===== src/rtl/instr_enc_pkg.sv =====
// instr_enc_pkg: shared types and constants for the RV32IM instruction encoder.
//   opcode_t    : RV32IM major opcodes accepted by the encoder
//   func_code_t : ALU funct3 codes (REGREG / REGIMM)
//   br_code_t   : branch funct3 codes
//   wrd_size_t  : load/store width funct3 codes
//   enc_state_t : load-framing FSM states
//   NOP_INSTR   : canonical NOP (addi x0, x0, 0)
package instr_enc_pkg;

  typedef enum logic [6:0] {
    REGREG = 7'b0110011,
    REGIMM = 7'b0010011,
    LD     = 7'b0000011,
    STR    = 7'b0100011,
    BR     = 7'b1100011,
    JAL    = 7'b1101111,
    JALR   = 7'b1100111,
    AUIPC  = 7'b0010111,
    LUI    = 7'b0110111
  } opcode_t;

  typedef enum logic [2:0] {
    F_ADD_SUB = 3'b000,
    F_SLL     = 3'b001,
    F_SLT     = 3'b010,
    F_SLTU    = 3'b011,
    F_XOR     = 3'b100,
    F_SRL_SRA = 3'b101,
    F_OR      = 3'b110,
    F_AND     = 3'b111
  } func_code_t;

  typedef enum logic [2:0] {
    BEQ  = 3'b000,
    BNE  = 3'b001,
    BLT  = 3'b100,
    BGE  = 3'b101,
    BLTU = 3'b110,
    BGEU = 3'b111
  } br_code_t;

  typedef enum logic [2:0] {
    SZ_BYTE   = 3'b000,
    SZ_HALF   = 3'b001,
    SZ_WORD   = 3'b010,
    SZ_BYTE_U = 3'b100,
    SZ_HALF_U = 3'b101
  } wrd_size_t;

  typedef enum logic [1:0] {
    IDLE  = 2'd0,
    RUN   = 2'd1,
    DRAIN = 2'd2
  } enc_state_t;

  localparam logic [31:0] NOP_INSTR = 32'h0000_0013;

  // True when v is representable as a 'bits'-wide two's-complement value:
  // everything from bit (bits-1) upward must be a copy of the sign.
  function automatic logic fits_signed(input logic [31:0] v, input int unsigned bits);
    logic [31:0] hi;
    hi = $signed(v) >>> (bits - 1);
    return (hi == 32'h0000_0000) || (hi == 32'hFFFF_FFFF);
  endfunction

endpackage


===== src/rtl/instr_enc_pack.sv =====
// instr_pack: purely combinational field-record -> RV32IM instruction word packer.
// Ports:
//   op, rd, rs1, rs2, f3, sub, mul, imm : decoded field record
//   instr : packed 32-bit word (NOP_INSTR for unknown opcodes or failed checks)
//   bad   : record failed range/alignment checks
// Build option ENC_CHECK_EN: enables immediate range/alignment and opcode
// checks; when undefined, fields are truncated silently and bad is tied 0.
module instr_pack
  import instr_enc_pkg::*;
(
  input  logic [6:0]  op,
  input  logic [4:0]  rd,
  input  logic [4:0]  rs1,
  input  logic [4:0]  rs2,
  input  logic [2:0]  f3,
  input  logic        sub,
  input  logic        mul,
  input  logic [31:0] imm,
  output logic [31:0] instr,
  output logic        bad
);

  logic [31:0] raw;
  logic        is_shift;

  assign is_shift = (f3 == 3'b001) || (f3 == 3'b101);

  // Field placement per instruction format; unknown opcodes collapse to NOP.
  always_comb begin
    raw = NOP_INSTR;
    case (op)
      REGREG: raw = {1'b0, sub, 4'b0000, mul, rs2, rs1, f3, rd, op};
      REGIMM: begin
        // Shift-immediates carry only a 5-bit shamt; bit 30 selects SRAI.
        if (is_shift) begin
          raw = {1'b0, sub, 5'b00000, imm[4:0], rs1, f3, rd, op};
        end else begin
          raw = {imm[11:0], rs1, f3, rd, op};
        end
      end
      LD:          raw = {imm[11:0], rs1, f3, rd, op};
      JALR:        raw = {imm[11:0], rs1, 3'b000, rd, op};
      STR:         raw = {imm[11:5], rs2, rs1, f3, imm[4:0], op};
      BR:          raw = {imm[12], imm[10:5], rs2, rs1, f3, imm[4:1], imm[11], op};
      JAL:         raw = {imm[20], imm[10:1], imm[11], imm[19:12], rd, op};
      LUI, AUIPC:  raw = {imm[31:12], rd, op};
      default:     raw = NOP_INSTR;
    endcase
  end

`ifdef ENC_CHECK_EN
  // Flag immediates that would not survive truncation into their field.
  always_comb begin
    bad = 1'b0;
    case (op)
      REGREG: bad = 1'b0;
      REGIMM: begin
        if (is_shift) begin
          bad = (imm[31:5] != 27'd0);
        end else begin
          bad = !fits_signed(imm, 32'd12);
        end
      end
      LD, JALR, STR: bad = !fits_signed(imm, 32'd12);
      BR:            bad = !fits_signed(imm, 32'd13) || imm[0];
      JAL:           bad = !fits_signed(imm, 32'd21) || imm[0];
      LUI, AUIPC:    bad = (imm[11:0] != 12'd0);
      default:       bad = 1'b1;
    endcase
  end

  assign instr = bad ? NOP_INSTR : raw;
`else
  assign bad   = 1'b0;
  assign instr = raw;
`endif

endmodule


===== src/rtl/instr_enc.sv =====
// instr_enc: RV32IM instruction encoder between program loader and imem.
// Accepts field records on a valid/ready stream, emits packed words with
// sequential byte addresses starting at BASE_ADDR. IDLE/RUN/DRAIN FSM frames
// each load: start opens it, the in_last record closes it, done pulses once
// after the final word is taken.
// Ports:
//   clk, rst (sync, active high), start
//   in_valid/in_ready + in_op, in_rd, in_rs1, in_rs2, in_f3, in_sub, in_mul, in_imm, in_last
//   out_valid/out_ready + out_instr, out_addr
//   busy, done, count, err
// Build option ENC_CHECK_EN: enables encode checks inside instr_pack; err is
// then sticky until start/rst. Without it err stays 0.
module instr_enc
  import instr_enc_pkg::*;
#(
  parameter int unsigned        ADDR_W    = 32,
  parameter logic [ADDR_W-1:0]  BASE_ADDR = '0,
  parameter int unsigned        CNT_W     = 16
) (
  input  logic              clk,
  input  logic              rst,
  input  logic              start,
  input  logic              in_valid,
  output logic              in_ready,
  input  logic [6:0]        in_op,
  input  logic [4:0]        in_rd,
  input  logic [4:0]        in_rs1,
  input  logic [4:0]        in_rs2,
  input  logic [2:0]        in_f3,
  input  logic              in_sub,
  input  logic              in_mul,
  input  logic [31:0]       in_imm,
  input  logic              in_last,
  output logic              out_valid,
  input  logic              out_ready,
  output logic [31:0]       out_instr,
  output logic [ADDR_W-1:0] out_addr,
  output logic              busy,
  output logic              done,
  output logic [CNT_W-1:0]  count,
  output logic              err
);

  enc_state_t  state, state_nxt;
  logic        accept, out_hs;
  logic [31:0] pack_instr;
  logic        pack_bad;

  assign accept = in_valid & in_ready;
  assign out_hs = out_valid & out_ready;

  instr_pack u_pack (
    .op    (in_op),
    .rd    (in_rd),
    .rs1   (in_rs1),
    .rs2   (in_rs2),
    .f3    (in_f3),
    .sub   (in_sub),
    .mul   (in_mul),
    .imm   (in_imm),
    .instr (pack_instr),
    .bad   (pack_bad)
  );

  // FSM state register.
  always_ff @(posedge clk) begin
    if (rst) begin
      state <= IDLE;
    end else begin
      state <= state_nxt;
    end
  end

  // FSM next-state logic; start is only honoured from IDLE.
  always_comb begin
    state_nxt = state;
    case (state)
      IDLE: begin
        if (start) state_nxt = RUN;
        else       state_nxt = IDLE;
      end
      RUN: begin
        if (accept && in_last) state_nxt = DRAIN;
        else                   state_nxt = RUN;
      end
      DRAIN: begin
        if (out_hs) state_nxt = IDLE;
        else        state_nxt = DRAIN;
      end
      default: state_nxt = IDLE;
    endcase
  end

  // FSM outputs: accept only in RUN while the output slot is free or draining.
  always_comb begin
    in_ready = 1'b0;
    busy     = 1'b0;
    case (state)
      IDLE: begin
        in_ready = 1'b0;
        busy     = 1'b0;
      end
      RUN: begin
        in_ready = ~out_valid | out_ready;
        busy     = 1'b1;
      end
      DRAIN: begin
        in_ready = 1'b0;
        busy     = 1'b1;
      end
      default: begin
        in_ready = 1'b0;
        busy     = 1'b0;
      end
    endcase
  end

  // Output word register, address/count tracking, done pulse and sticky error.
  always_ff @(posedge clk) begin
    if (rst) begin
      out_valid <= 1'b0;
      out_instr <= 32'h0000_0000;
      out_addr  <= BASE_ADDR;
      count     <= '0;
      done      <= 1'b0;
      err       <= 1'b0;
    end else begin
      done <= (state == DRAIN) && out_hs;
      if ((state == IDLE) && start) begin
        out_addr <= BASE_ADDR;
        count    <= '0;
        err      <= 1'b0;
      end else begin
        if (out_hs) begin
          out_addr <= out_addr + ADDR_W'(32'd4);
          count    <= count + CNT_W'(1'b1);
        end
        // A new word may replace the one leaving on the same edge.
        if (accept) begin
          out_valid <= 1'b1;
          out_instr <= pack_instr;
          err       <= err | pack_bad;
        end else if (out_hs) begin
          out_valid <= 1'b0;
        end
      end
    end
  end

endmodule


===== config.mk =====
export PLATFORM = sky130hd
export DESIGN_NAME = instr_enc
export DESIGN_NICKNAME = d
export VERILOG_FILES = /design/src/rtl/instr_enc_pkg.sv /design/src/rtl/instr_enc_pack.sv /design/src/rtl/instr_enc.sv
export SDC_FILE = /design/constraint.sdc
export NUM_CORES = 1
export LEC_CHECK = 0
export CAP_MARGIN = 25
export CORE_MARGIN = 1.5
export CORE_UTILIZATION = 49
export DETAILED_ROUTE_END_ITERATION = 16
export GPL_TIMING_DRIVEN = 0
export HOLD_SLACK_MARGIN = 0.03
export PLACE_DENSITY = 0.92
export SLEW_MARGIN = 5
export SYNTH_ARGS = -nofsm -noshare
export SYNTH_HDL_FRONTEND = slang
export SYNTH_SLANG_ARGS = --single-unit
export TNS_END_PERCENT = 5

===== constraint.sdc =====
create_clock -name clk -period 3.55 [get_ports clk]
set_input_delay 0.5325 -clock clk [delete_from_list [all_inputs] [get_ports clk]]
set_output_delay 0.5325 -clock clk [all_outputs]
set_load 0.005 [all_outputs]

==> flow_summary.ini, run 1 <==
[grt]
antenna_found_initial = 0
grtUsageMet1_pct = 33.8
overflow = 0
grt_use_met3_pct = 6.79
grt_max_degree = 14
grt.total_usage_pct = 28.8
grt_pass1_wl_um = 20800
grt_pass1_vias = 4412
top_usage_layer = met2
grt_util_met2_pct = 50.2

[route]
viasPerCell = 6.05
vias = 4698
drc = 0
drtPass1Iterations = 6
routed_wl_um = 13000
wl_per_cell_um = 16.8
final_antenna_net_count = 0
drt_iter0_drc = 229

[cts]
clk_latency_ns = 0.36
cts_inserted_buffers = 9
post-cts-setup-buffer-count = 0
path_clk_slew_ns = 0.08
htree_levels = 3
clockRootBuffer = clkbuf_8
ctsHoldBuffers = 0
clock-sinks = 82
cts_tree = done
cts_buffer_depth = 2
post_cts_resized = 0

[sta]
fmax_mhz = 385
tightest_slew_ns = 0.748
hold_viol = 0
drv_slew = 0
fin_skew_ns = 0.0149
period_share_pct = 73.2
setup-violations-final = 0
slew_headroom_pct = 50.0
min_period_ns = 2.60
finalSetupTns_ns = 0
rsz0062_at_grt = false

[floorplanning]
core_mm2 = 0.00830
start_util_pct = 51.1
dieHeight_um = 96.0
die_w_um = 96.0
ios = 150
core.rowCount = 33
die_area_mm2 = 0.00922

[synth]
synth-simple-area-share_pct = 26.3
synth_area_leaders = dfxtp_1 39%, a21oi_1 4.6%, nand2_1 4.1%
yosysSeqAreaShare_pct = 38.7
synth_cell_types = 64
syn_area_mm2 = 0.00424
syn_inst = 509
syn_area_per_cell_um2 = 8.33
synth-seq-cells = 82
synth_xor_area_share_pct = 4.13
synth_edf_count = 0
synth.most_common_cell = dfxtp_1
synth-compound-area-share_pct = 23.2
synth-adder-area-share_pct = 1.77
synth_top_area_share_pct = 38.7
synth_flop_cell = dfxtp_1
muxShareOfSynthArea_pct = 0.265
synth_top_family_by_area = simple AND/OR/NAND/NOR gates
async_flop_share_pct = 0
synth_top_cell_by_area = dfxtp_1
synth_common_cells = 82 x dfxtp_1, 46 x nand2_1, 40 x nor2_1
yosysWarnings = 0

[worst_setup_path]
cp_max_fo = 10
start_kind = input pin
crit_required_ns = 3.02
rr_worst_depth = 8
cp_data_arrival_time_ns = 2.07
worstReg2RegStart = state[0]$_SDFF_PP0_
rrSetupSlack_ns = 1.31
critPathCapture = in_ready
critPathKind = in -> out
crit_path_end_kind = output port
crit_path_start = out_ready
reg2reg_to = out_instr[21]$_SDFFE_PP0P_

[pwr]
p_leak_nw = 2.01
ir_drop_v = 0.000226
power_density_mw_per_mm2 = 311

[finish]
drive_above_1_share_pct = 7.44
post-route-util_pct = 72.7
design_area_mm2 = 0.00604
area_delta_synth_final_pct = 42.3
nNetsFinal = 738
antennaDiodeCount = 0

[outcome]
outcome = finished clean

[placement]
gp_congestion = 0.902
placed_cell_area_mm2 = 0.00583
hpwlAfterDp_um = 10000
numPortBuffers = 145

[worst_hold_path]
holdPathStages = 2
hp-class = reg -> reg

[flow_run]
cap_viol_max_count = 0
## registers in the layout (all words and copies together), names as in the netlist
name,flops
state,2
out_addr,30
done,1
out_valid,1
out_instr,32
count,16
## metal layers
layer,vias to the layer above,share of wire [%],wire [um]
met5,-,0,0
met3,29,9.0,1180
met4,0,2.2,289
met1,2203,39,5140
li1,2223,-,-
met2,243,49,6430
## cells in the final DEF (no fill, tap or decap), types with 3 or more instances in the layout
cell type | Yosys | routed
a41o_1 | 3 | 3
and3_1 | 4 | 4
nand2b_1 | 4 | 4
o311ai_0 | 3 | 3
xnor2_1 | 12 | 12
buf_2 | 8 | 8
nor4_1 | 6 | 6
a21oi_1 | 39 | 39
a211oi_1 | 8 | 8
and4_1 | 6 | 6
a221oi_1 | 7 | 7
or4_1 | 9 | 9
nor2_1 | 40 | 40
clkbuf_1 | 12 | 14
buf_4 | 6 | 6
o32ai_1 | 5 | 5
inv_1 | 18 | 18
conb_1 | 1 | 3
nor3_1 | 11 | 11
a22oi_1 | 4 | 4
and2_1 | 4 | 4
clkdlybuf4s50_1 | 0 | 145
a32oi_1 | 3 | 3
nor2b_1 | 4 | 4
xor2_1 | 8 | 8
a222oi_1 | 5 | 5
nand4_1 | 13 | 13
o31ai_1 | 16 | 16
nand3_1 | 31 | 31
dfxtp_1 | 82 | 82
o31a_1 | 5 | 5
clkbuf_8 | 1 | 12
or3_1 | 7 | 7
ha_1 | 6 | 6
a31oi_1 | 8 | 8
o21ai_0 | 28 | 28
or2_2 | 3 | 3
nand3b_1 | 3 | 3
nand2_1 | 46 | 46
## worst min path at each step
stage                               from                         to  slack (ns)
2_1_floorplan  out_instr[3]$_SDFFE_PP0P_  out_instr[3]$_SDFFE_PP0P_        0.45
4_1_cts        out_instr[3]$_SDFFE_PP0P_  out_instr[3]$_SDFFE_PP0P_        0.47
5_1_grt        out_instr[3]$_SDFFE_PP0P_  out_instr[3]$_SDFFE_PP0P_        0.49
6_report       out_instr[3]$_SDFFE_PP0P_  out_instr[3]$_SDFFE_PP0P_        0.47
3_5_place_dp   out_instr[3]$_SDFFE_PP0P_  out_instr[3]$_SDFFE_PP0P_        0.46
3_3_place_gp   out_instr[3]$_SDFFE_PP0P_  out_instr[3]$_SDFFE_PP0P_        0.44
## final cells by class
class	instances	area, um^2
Fill cell	639	2260
Multi-Input combinational cell	381	2370
Clock buffer	13	159
Clock inverter	3	46.3
Buffer	30	168
Inverter	18	67.6
Tap cell	105	131
Sequential cell	82	1640
Timing Repair Buffer	145	1450
## metrics by stage
step | setup WS, ns | hold WS (ns) | instances | power, W
final | 0.951 | 0.473 | 777 | 0.00188
after global routing | 0.897 | 0.493 | 777 | 0.00194
after CTS | 0.953 | 0.470 | 777 | 0.00188
after detailed placement | 0.954 | 0.461 | 761 | 0.00118
after global placement | 0.964 | 0.439 | 761 | 0.00118
after floorplan | 1.70 | 0.448 | 511 | 0.00105
## worst max-delay path, cell delays in order
cell	delay, ns
clkdlybuf4s50_1	0.51
buf_2	0.22
nand2b_1	0.18
and2_1	0.14
clkdlybuf4s50_1	0.49
## report_power, final
| part | internal [W] | switching [W] |
|---|---|---|
| registers | 0.000929 | 0.00000697 |
| logic | 0.000119 | 0.000113 |
| clock network | 0.000367 | 0.000344 |
| total | 0.00141 | 0.000464 |
## cell families (layout without fill, tap and decap cells)
logic type                 count (synthesis)  in the layout
buffers and inverters                     48            209
DFF                                       82             82
AOI/OAI and AO/OA                        145            145
xor gates and xnor gates                  20             20
and+or+nand+nor                          206            206
other                                      1              3
adders and majority gates                  6              6
muxes                                      1              1
(Power assumes the default switching activity.)
==> inputs of run 2 (changes only) <==
Settings changed: CORE_UTILIZATION 49 to 45, PLACE_DENSITY 0.92 to 0.86.
Clock period 3.55 ns to 2.7 ns, I/O delays scaled along.
==> flow_summary.ini, run 2 (synthesized netlist as in run 1, its figures left out) <==
[route]
viasPerCell = 5.91
met2_length_um = 6350
drtPass1Iterations = 5
drc = 0
drt_iter0_drc = 224
top_layer = met4
wl_met3_um = 1170
routed_wl_um = 13300
wl_per_cell_um = 17.0
wl_met1_um = 5360
vias = 4629
final_antenna_net_count = 0

[sta]
period_share_pct = 88.9
finalSetupTns_ns = 0
fmax_mhz = 416
setup-violations-final = 0
rsz0062_at_grt = false
hold_viol = 0
min_period_ns = 2.40
fin_skew_ns = 0.0154
slew_headroom_pct = 53.6
tightest_slew_ns = 0.693
drv_slew = 0

[worst_setup_path]
crit_path_end_kind = output port
cpPeakStageDelay_ns = 0.53
critPathKind = in -> out
cp_common_cell = clkdlybuf4s50_1
cpMaxStageDelayCell = clkdlybuf4s50_1
cpLargestDelayFamily = buffers and inverters
path_buf_inv = 3
start_kind = input pin
crit_chain = clkdlybuf4s50_1, buf_2, nand2b_1, and2_1, clkdlybuf4s50_1
cp_max_fo = 10
crit_required_ns = 2.30
cp_data_arrival_time_ns = 2.00

[floorplanning]
ios = 150
die_area_mm2 = 0.0100
dieHeight_um = 100
die_w_um = 100
start_util_pct = 46.1
core_mm2 = 0.00920
core.rowCount = 35

[worst_hold_path]
hp-class = reg -> reg

[finish]
mostFrequentLayoutCell = clkdlybuf4s50_1
nNetsFinal = 738
final_cell_mix = 145 x clkdlybuf4s50_1, 82 x dfxtp_1, 46 x nand2_1
antennaDiodeCount = 0
largest_register_ff_count = 32
top_regs = out_instr x32, out_addr x30, count x16
drive_above_1_share_pct = 7.44
top_register = out_instr
area_delta_synth_final_pct = 42.6

[grt]
grt_pass1_wl_um = 21400
overflow = 0
grt_pass1_vias = 4536
grt_max_degree = 14
antenna_found_initial = 0
grt.total_usage_pct = 26.9

[cts]
clockRootBuffer = clkbuf_8
ctsHoldBuffers = 0
clk_latency_ns = 0.36
post-cts-setup-buffer-count = 0
post_cts_resized = 0
cts_tree = done
cts_inserted_buffers = 9
path_clk_slew_ns = 0.08
htree_levels = 3
clock-sinks = 82
cts_buffer_depth = 2

[pwr]
totalPowerFinal_w = 0.00250
ir_drop_v = 0.000309
clkPwrFrac_pct = 38.6
sequentialPowerShare_pct = 49.1
power_density_mw_per_mm2 = 414
p_leak_nw = 2.02
comb_power_share_pct = 12.3
power.switching_w = 0.000605
intPower_w = 0.00190
switching_share_pct = 24.2

[placement]
numPortBuffers = 145
gp_congestion = 0.897
hpwlAfterDp_um = 10300

[outcome]
outcome = finished clean

[flow_run]
cap_viol_max_count = 0
run 2: changes by cell type in the layout (fill, tap and decap cells not counted), sizes merged:
| cell | before | now |
|---|---|---|
| clkinv | 0 | 3 |
| clkbuf | 26 | 24 |
| bufinv | 1 | 2 |
| clkinvlp | 1 | 0 |
| inv | 19 | 18 |
run 2: power groups by stage:
stage	Sequential [W]	Clock, W	Combinational, W
2_1_floorplan	0.00126	0	0.000126
3_3_place_gp	0.00126	0	0.000297
3_5_place_dp	0.00126	0	0.000303
4_1_cts	0.00123	0.000979	0.000305
5_1_grt	0.00123	0.00103	0.000330
6_report	0.00123	0.000966	0.000307
run 2: final timing paths:
kind | from | end | slack (ns) | cells past startpoint
worst max-delay path | out_ready | in_ready | 0.30 | 5
worst min-delay path | out_instr[3]$_SDFFE_PP0P_ | out_instr[3]$_SDFFE_PP0P_ | 0.47 | 2
worst max register to register | state[0]$_SDFF_PP0_ | out_instr[22]$_SDFFE_PP0P_ | 0.47 | 8
worst min register to register | out_instr[3]$_SDFFE_PP0P_ | out_instr[3]$_SDFFE_PP0P_ | 0.47 | 2
run 2: area by class of cell:
| class | count | area, um^2 |
|---|---|---|
| Fill cell | 797 | 3150 |
| Multi-Input combinational cell | 381 | 2370 |
| Sequential cell | 82 | 1640 |
| Timing Repair Buffer | 145 | 1450 |
| Buffer | 30 | 168 |
| Tap cell | 111 | 139 |
| Clock buffer | 11 | 131 |
| Clock inverter | 5 | 78.8 |
| Inverter | 18 | 67.6 |
run 2: routing by layer:
metal  global-route usage (%)  vias to the layer above
met4                     12.7                        0
met2                     46.6                      194
met3                     7.52                       36
met5                        0                        -
met1                     30.6                     2166
li1                         -                     2233
run 2: tightest hold or removal path: cells and delay by family (launching register included):
kind / cells / cell delay (ns)
and+or+nand+nor: 1 / 0.06
DFF: 1 / 0.32
AOI/OAI and AO/OA: 1 / 0.05
run 2: per-stage QoR:
step                      utilization [%]  cells  worst slack (ns)  area [um^2]  hold slack (ns)
final                                65.8    783             0.299         6050            0.471
after global placement               63.5    767             0.278         5840            0.449
after detailed placement             63.5    767             0.170         5840            0.449
after floorplan                         -    511             0.847         4250            0.448
after global routing                 65.8    783             0.216         6050            0.505
after CTS                            65.8    783             0.279         6050            0.470
